===== src/rtl/ff_pkg.sv =====
// ff_pkg: shared GF(2^8) field types, constants and divider state encoding
package ff_pkg;

    localparam int       FF_NUM_BITS = 8;
    localparam logic [8:0] FF_POLY   = 9'h11B;

    typedef logic [FF_NUM_BITS-1:0] ff_elem_t;

    typedef enum logic [1:0] {
        IDLE,
        SQMUL,
        FINAL
    } ff_div_state_t;

endpackage


===== src/rtl/ff_mult.sv =====
// ff_mult: combinational GF(2^NUM_BITS) multiplier reduced modulo POLY
// Ports:
//   i_a, i_b : field element operands
//   o_p      : product i_a * i_b mod POLY
module ff_mult
    import ff_pkg::*;
#(
    parameter int         NUM_BITS = FF_NUM_BITS,
    parameter logic [8:0] POLY     = FF_POLY
) (
    input  logic [NUM_BITS-1:0] i_a,
    input  logic [NUM_BITS-1:0] i_b,
    output logic [NUM_BITS-1:0] o_p
);

    logic [NUM_BITS-1:0] w_p;
    logic [NUM_BITS-1:0] w_x;

    // Shift-and-add: w_x walks i_a * x^k, reduced each step so it stays in the field.
    always_comb begin
        w_p = '0;
        w_x = i_a;
        for (int k = 0; k < NUM_BITS; k++) begin
            w_p = i_b[k] ? (w_p ^ w_x) : w_p;
            w_x = {w_x[NUM_BITS-2:0], 1'b0} ^ (w_x[NUM_BITS-1] ? POLY[NUM_BITS-1:0] : '0);
        end
    end

    assign o_p = w_p;

endmodule


===== src/rtl/ff_div.sv =====
// ff_div: sequential GF(2^8) divider, quotient = dividend * divisor^254
// Ports:
//   i_clk, i_n_rst (sync active-low), i_start, i_dividend, i_divisor
//   o_busy, o_done (1-cycle pulse), o_quotient, o_div_by_zero
// Optional macro FF_DIV_ZERO_CHECK_EN: zero divisor returns in one cycle with o_div_by_zero=1.
module ff_div
    import ff_pkg::*;
#(
    parameter int         NUM_BITS = FF_NUM_BITS,
    parameter logic [8:0] POLY     = FF_POLY
) (
    input  logic                i_clk,
    input  logic                i_n_rst,
    input  logic                i_start,
    input  logic [NUM_BITS-1:0] i_dividend,
    input  logic [NUM_BITS-1:0] i_divisor,
    output logic                o_busy,
    output logic                o_done,
    output logic [NUM_BITS-1:0] o_quotient,
    output logic                o_div_by_zero
);

    localparam int CNT_W = $clog2(NUM_BITS);
    localparam logic [CNT_W-1:0] CNT_LAST = CNT_W'(NUM_BITS - 2);

    ff_div_state_t       r_state;
    ff_div_state_t       w_state_n;
    logic [NUM_BITS-1:0] r_a;
    logic [NUM_BITS-1:0] r_sq;
    logic [NUM_BITS-1:0] r_acc;
    logic [CNT_W-1:0]    r_cnt;
    logic [NUM_BITS-1:0] r_quot;
    logic                r_busy;
    logic                r_done;
    logic [NUM_BITS-1:0] w_sq2;
    logic [NUM_BITS-1:0] w_acc_n;
    logic [NUM_BITS-1:0] w_q;
    logic                w_zero;

`ifdef FF_DIV_ZERO_CHECK_EN
    logic r_dbz;
    assign w_zero        = (i_divisor == '0);
    assign o_div_by_zero = r_dbz;
`else
    assign w_zero        = 1'b0;
    assign o_div_by_zero = 1'b0;
`endif

    // The fresh square feeds the accumulate multiply in the same cycle.
    ff_mult #(.NUM_BITS(NUM_BITS), .POLY(POLY)) u_sq  (.i_a(r_sq),  .i_b(r_sq),  .o_p(w_sq2));
    ff_mult #(.NUM_BITS(NUM_BITS), .POLY(POLY)) u_acc (.i_a(r_acc), .i_b(w_sq2), .o_p(w_acc_n));
    ff_mult #(.NUM_BITS(NUM_BITS), .POLY(POLY)) u_fin (.i_a(r_a),   .i_b(r_acc), .o_p(w_q));

    always_ff @(posedge i_clk) begin
        if (!i_n_rst) r_state <= IDLE;
        else          r_state <= w_state_n;
    end

    always_comb begin
        w_state_n = IDLE;
        case (r_state)
            IDLE:    w_state_n = (i_start && !w_zero) ? SQMUL : IDLE;
            SQMUL:   w_state_n = (r_cnt == CNT_LAST) ? FINAL : SQMUL;
            default: w_state_n = IDLE;
        endcase
    end

    always_ff @(posedge i_clk) begin
        if (!i_n_rst) begin
            r_a    <= '0;
            r_sq   <= '0;
            r_acc  <= NUM_BITS'(1);
            r_cnt  <= '0;
            r_quot <= '0;
            r_busy <= 1'b0;
            r_done <= 1'b0;
`ifdef FF_DIV_ZERO_CHECK_EN
            r_dbz  <= 1'b0;
`endif
        end else begin
            case (r_state)
                IDLE: begin
                    r_done <= 1'b0;
                    if (i_start && w_zero) begin
                        r_quot <= '0;
                        r_done <= 1'b1;
`ifdef FF_DIV_ZERO_CHECK_EN
                        r_dbz  <= 1'b1;
`endif
                    end else if (i_start) begin
                        r_a    <= i_dividend;
                        r_sq   <= i_divisor;
                        r_acc  <= NUM_BITS'(1);
                        r_cnt  <= '0;
                        r_busy <= 1'b1;
                    end
                end
                SQMUL: begin
                    r_sq  <= w_sq2;
                    r_acc <= w_acc_n;
                    r_cnt <= r_cnt + CNT_W'(1);
                end
                FINAL: begin
                    r_quot <= w_q;
                    r_done <= 1'b1;
                    r_busy <= 1'b0;
`ifdef FF_DIV_ZERO_CHECK_EN
                    r_dbz  <= 1'b0;
`endif
                end
                default: r_busy <= 1'b0;
            endcase
        end
    end

    assign o_busy     = r_busy;
    assign o_done     = r_done;
    assign o_quotient = r_quot;

endmodule

===== config.mk =====
export PLATFORM = sky130hd
export DESIGN_NAME = ff_div
export DESIGN_NICKNAME = d
export VERILOG_FILES = /design/src/rtl/ff_pkg.sv /design/src/rtl/ff_mult.sv /design/src/rtl/ff_div.sv
export SDC_FILE = /design/constraint.sdc
export NUM_CORES = 1
export LEC_CHECK = 0
export BUFFER_PORTS_ARGS = -buffer_cell sky130_fd_sc_hd__buf_2
export CAP_MARGIN = 20
export CORE_MARGIN = 5
export CORE_UTILIZATION = 27
export DETAILED_ROUTE_END_ITERATION = 12
export PLACE_DENSITY = 0.54
export SKIP_LAST_GASP = 1
export SYNTH_ARGS = -nofsm -noshare
export SYNTH_HDL_FRONTEND = slang
export SYNTH_HIERARCHICAL = 1
export SYNTH_SLANG_ARGS = --single-unit

===== constraint.sdc =====
create_clock -name i_clk -period 6.8 [get_ports i_clk]
set_input_delay 0.68 -clock i_clk [delete_from_list [all_inputs] [get_ports i_clk]]
set_output_delay 0.68 -clock i_clk [all_outputs]
set_load 0.01 [all_outputs]

==> results of run 1 <==
## per-layer routing
| layer | up-vias | global-route usage, % | share of wire [%] |
|---|---|---|---|
| li1 | 2186 | - | - |
| met1 | 2041 | 16.85 | 51 |
| met2 | 63 | 18.42 | 46 |
| met3 | 5 | 0.9656 | 2.6 |
| met4 | 0 | 1.527 | 0.51 |
| met5 | - | 0 | 0 |
## path summary, 6_finish.rpt
path	slack (ns)	endpoint	depth (start not counted)	from
setup reg to reg	2.48	r_acc[4]$_SDFFE_PN0P_	11	r_sq[7]$_SDFFE_PN0P_
hold / removal	0.45	o_quotient[5]$_SDFFE_PN0P_	2	o_quotient[5]$_SDFFE_PN0P_
setup / recovery	2.48	r_acc[4]$_SDFFE_PN0P_	11	r_sq[7]$_SDFFE_PN0P_
hold reg to reg	0.45	o_quotient[5]$_SDFFE_PN0P_	2	o_quotient[5]$_SDFFE_PN0P_
## cells in the mapped netlist (2+ instances only)
cell	count	share of area, %
mux2_2	3	0.62
nor2b_1	2	0.23
o221a_1	6	1.2
o221a_2	6	1.2
mux2i_1	16	2.9
o21ai_0	18	1.6
buf_12	3	1.1
o21ai_1	4	0.36
or3b_2	3	0.48
xor2_2	3	0.89
dfxtp_1	39	14
ha_1	2	0.46
buf_2	14	1.3
xor2_1	30	4.8
a211oi_1	4	0.55
xnor2_2	6	1.8
xnor2_1	126	20
nor2_1	29	2.0
xor2_4	3	1.5
inv_2	6	0.41
nand2_1	168	11
or2_2	3	0.34
clkbuf_1	26	1.8
xor3_2	9	4.1
nand3_1	11	1.0
a22oi_1	19	2.6
buf_4	10	1.4
xnor3_1	21	8.6
inv_1	17	1.2
buf_6	6	1.2
o22ai_1	15	1.7
nand2b_1	2	0.23
a21oi_1	28	2.6
xor3_1	3	1.3
o221ai_1	6	0.96
## area by class of cell
class	count	area [sq um]	area share, %
tap	270	337.8	5.794
timing repair buffer	37	207.7	3.562
multi-input combinational	555	4244	72.79
clock inverter	2	35.03	0.6009
inverter	23	86.33	1.481
sequential	39	780.7	13.39
clock buffer	6	138.9	2.382
## metrics by stage
| step | cell area [sq um] | setup slack, ns |
|---|---|---|
| final | 5831 | 2.480 |
| after global routing | 5831 | 2.061 |
| after CTS | 5831 | 2.448 |
| after detailed placement | 5657 | 2.458 |
| after global placement | 5657 | 2.598 |
| after floorplan | 5490 | 3.410 |
## critical path, stage by stage, from the launching register on
cell and delay (ns):
dfxtp_1 0.95, xor2_2 0.30, xnor2_1 0.41, nand2_1 0.13, xnor3_1 0.39, xnor2_1 0.69
inv_1 0.20, nor2_1 0.20, xnor3_1 0.32, xnor3_1 0.37, a22oi_1 0.16, nor2_1 0.05
## cells by family (layout without fill, tap and decap cells)
group	after synthesis	count (layout)	synth area share [%]
AO/OA/AOI/OAI	111	111	13.79
buffers and inverters	84	68	8.477
XOR/XNOR	201	201	43.07
other	1	1	0.06830
AND/OR/NAND/NOR	221	221	16.39
multiplexers	19	19	3.532
adder cells (fa/ha/maj)	2	2	0.4557
flip-flops	39	39	14.22
## sequential cells by signal (all words and copies together), names as in the netlist
| name | count |
|---|---|
| o_busy | 1 |
| o_done | 1 |
| o_quotient | 8 |
| r_a | 8 |
| r_acc | 8 |
| r_cnt | 3 |
| r_sq | 8 |
| r_state | 2 |
==> flow_metrics.env, run 1 <==
export IMPL_outcome="completed"
export IMPL_row_count=52
export IMPL_final_cell_count_no_fill=932
export IMPL_insertion_delay_ns=0.29
export IMPL_critical_path_class="flop to flop"
export IMPL_skew_ns=0.005454
export IMPL_fillers=2140
export IMPL_final_period_utilization_pct=63.54
export IMPL_avgSynthCellArea_sq_um=8.098
export IMPL_htree_num_levels=2
export IMPL_antenna_found_initial=0
export IMPL_grt_max_degree=30
export IMPL_place_congestion=0.7695
export IMPL_hold_class="flop to flop"
export IMPL_clk_pin_slew_ns=0.06
export IMPL_cap_violations=0
export IMPL_worstPathMaxFanout=22
export IMPL_critical_path_endpoint_type="flop"
export IMPL_dieArea_sq_um=23290
export IMPL_ys_seq_area_share_pct=14.22
export IMPL_postCtsSetupBuffers=0
export IMPL_max_slew_margin_pct=24.55
export IMPL_vias_per_cell=4.608
export IMPL_synth_ff_type="dfxtp_1"
export IMPL_grt_pass1_wl_mm=22.44
export IMPL_io_pins=30
export IMPL_fin_crit_ns=4.320
export IMPL_cts_resized=0
export IMPL_diodes=0
export IMPL_hold_viol=0
export IMPL_synth_warnings=6
export IMPL_tns_ns=0
export IMPL_postLayoutCoreUtil_pct=29.00
export IMPL_fp_dieW_microns=152.6
export IMPL_finalSetupViolations=0
export IMPL_dpl_hpwl_mm=9.304
export IMPL_grt_overflow_total=0
export IMPL_synthesis_nets=699
export IMPL_arrival_ns=4.46
export IMPL_worstMarginPinSlew_ns=1.124
export IMPL_synthArstFlopShare_pct=0
export IMPL_synthToLayoutAreaGrowth_pct=6.199
export IMPL_numCtsBuffers=5
export IMPL_rsz0062_at_grt="false"
export IMPL_ant_nets=0
export IMPL_final_common_cell="nand2_1"
export IMPL_drt_total_wl_mm=13.44
export IMPL_cts_buffer_depth=2
export IMPL_first_pass_iters=5
export IMPL_final_cell_mix="nand2_1 (168), xnor2_1 (126), dfxtp_1 (39), xor2_1 (30), nor2_1 (29)"
export IMPL_cts_root_buf="clkbuf_16"
export IMPL_coreArea_sq_um=20100
export IMPL_grt_pass1_vias=4098
export IMPL_ys_types=46
export IMPL_initial_core_util_pct=27.31
export IMPL_drtIter0Drc=208
export IMPL_die_y_microns=152.6
export IMPL_track_usage_pct=11.35
export IMPL_slew_viol_final=0
export IMPL_cp_start_kind="flop"
export IMPL_ctsHoldBuffers=0
export IMPL_required_ns=6.94
export IMPL_synthCells=678
export IMPL_final_nets=682
export IMPL_synth_edf_count=0
export IMPL_dp_cells=924
export IMPL_route_detailed_drc=0
export IMPL_avgRoutedWirePerCell_microns=14.42
export IMPL_cts_tree="built"
export IMPL_hold_slack_ns=0.4528
export IMPL_vias=4295
export IMPL_max_freq_ghz=0.2315
export IMPL_io_buffers=28
export IMPL_cts_sinks=39
export IMPL_ys_ff_latch=39
export IMPL_drive_gt1_share_pct=13.75
export IMPL_synth_cell_area_sq_um=5490
Power of run 1 is left out: the tool's default activity adds up to more than one toggle a clock period on the data nets, which glitch-free logic cannot reach.
==> inputs of run 2 (changes only) <==
clock period = 4 ns   (was 6.8 ns; I/O delays follow)
==> flow_metrics.env, run 2 (synthesis results as in run 1) <==
export IMPL_arrival_ns=3.81
export IMPL_vias=4407
export IMPL_rsz0062_at_grt="false"
export IMPL_htree_num_levels=2
export IMPL_reg2reg_depth=12
export IMPL_cts_root_buf="clkbuf_16"
export IMPL_max_freq_ghz=0.2723
export IMPL_critPathCapture="r_acc[1]$_SDFFE_PN0P_"
export IMPL_initial_core_util_pct=27.31
export IMPL_timing_rr_end="r_acc[1]$_SDFFE_PN0P_"
export IMPL_io_buffers=28
export IMPL_worstPathMaxFanout=18
export IMPL_cap_violations=0
export IMPL_cts_tree="built"
export IMPL_postLayoutCoreUtil_pct=29.65
export IMPL_hold_depth=3
export IMPL_slew_viol_final=0
export IMPL_tns_ns=0
export IMPL_row_count=52
export IMPL_required_ns=4.14
export IMPL_finalSetupViolations=0
export IMPL_route_detailed_drc=0
export IMPL_cp_start_kind="flop"
export IMPL_io_pins=30
export IMPL_worstMarginPinSlew_ns=1.018
export IMPL_track_usage_pct=11.78
export IMPL_drive_gt1_share_pct=16.03
export IMPL_dpl_hpwl_mm=10.13
export IMPL_avgRoutedWirePerCell_microns=14.86
export IMPL_dieArea_sq_um=23290
export IMPL_fp_dieW_microns=152.6
export IMPL_critical_path_endpoint_type="flop"
export IMPL_postCtsSetupBuffers=0
export IMPL_final_common_cell="nand2_1"
export IMPL_insertion_delay_ns=0.29
export IMPL_final_period_utilization_pct=91.82
export IMPL_ant_nets=0
export IMPL_grt_max_degree=30
export IMPL_die_y_microns=152.6
export IMPL_grt_overflow_total=0
export IMPL_grt_pass1_vias=4320
export IMPL_synthToLayoutAreaGrowth_pct=8.569
export IMPL_fillers=2141
export IMPL_vias_per_cell=4.639
export IMPL_cts_resized=0
export IMPL_coreArea_sq_um=20100
export IMPL_place_congestion=0.7889
export IMPL_diodes=0
export IMPL_hold_slack_ns=0.3542
export IMPL_cts_sinks=39
export IMPL_skew_ns=0.005780
export IMPL_crit_start="r_sq[7]$_SDFFE_PN0P_"
export IMPL_grt_pass1_wl_mm=23.25
export IMPL_max_slew_margin_pct=32.04
export IMPL_final_cell_mix="nand2_1 (168), xnor2_1 (126), dfxtp_1 (39), xor2_1 (30), nor2_1 (29)"
export IMPL_cts_buffer_depth=2
export IMPL_outcome="completed"
export IMPL_hold_viol=0
export IMPL_clk_pin_slew_ns=0.07
export IMPL_critical_path_class="flop to flop"
export IMPL_numCtsBuffers=5
export IMPL_first_pass_iters=4
export IMPL_final_nets=700
export IMPL_hold_class="input pin to flop"
export IMPL_ctsHoldBuffers=0
export IMPL_antenna_found_initial=0
export IMPL_drtIter0Drc=230
export IMPL_r2r_slack_ns=0.33
export IMPL_fin_crit_ns=3.673
export IMPL_reg2reg_from="r_sq[7]$_SDFFE_PN0P_"
export IMPL_drt_total_wl_mm=14.11
run 2: how the worst min path moves through the flow:
stage | startpoint | end
floorplan | r_a[2]$_SDFFE_PN0P_ | r_a[2]$_SDFFE_PN0P_
global placement | o_done$_SDFFE_PN0P_ | o_done$_SDFFE_PN0P_
detailed placement | o_quotient[1]$_SDFFE_PN0P_ | o_quotient[1]$_SDFFE_PN0P_
CTS | i_dividend[1] | r_a[1]$_SDFFE_PN0P_
global route | i_dividend[4] | r_a[4]$_SDFFE_PN0P_
finish | i_dividend[4] | r_a[4]$_SDFFE_PN0P_
run 2: area by class of cell:
type / instances / area (sq um) / share of cell area [%]
sequential: 39 / 780.7 / 13.10
inverter: 23 / 86.33 / 1.448
multi-input combinational: 555 / 4244 / 71.20
clock buffer: 5 / 125.1 / 2.099
clock inverter: 3 / 43.79 / 0.7347
tap: 270 / 337.8 / 5.668
timing repair buffer: 55 / 342.8 / 5.751
run 2: per-stage QoR:
stage | setup slack (ns) | std cells | instance area [sq um]
floorplan | 0.6098 | 678 | 5490
global placement | 0.4040 | 942 | 5792
detailed placement | 0.3791 | 942 | 5792
CTS | 0.3534 | 950 | 5961
global route | 0.005099 | 950 | 5961
finish | 0.3271 | 950 | 5961
run 2: worst max-delay path, stage by stage (launching register included):
cell and delay [ns]:
dfxtp_1 0.43, buf_4 0.31, xor2_2 0.35, xnor2_1 0.25
nand2_1 0.11, xnor2_1 0.20, xnor3_1 0.58, o221a_1 0.31
o221ai_1 0.17, xor3_1 0.46, xnor2_1 0.14, a22oi_1 0.16
nor2_1 0.05
run 2: routing by layer:
layer	vias up	global-route usage, %	part of all wire, %	wire length, microns
met1	2096	16.96	50	7018
met2	77	19.20	45	6404
met3	10	0.7100	3.6	514
li1	2224	-	-	-
met4	0	3.097	1.2	176
met5	-	0	0	0
Power of run 2 is left out for the same reason.
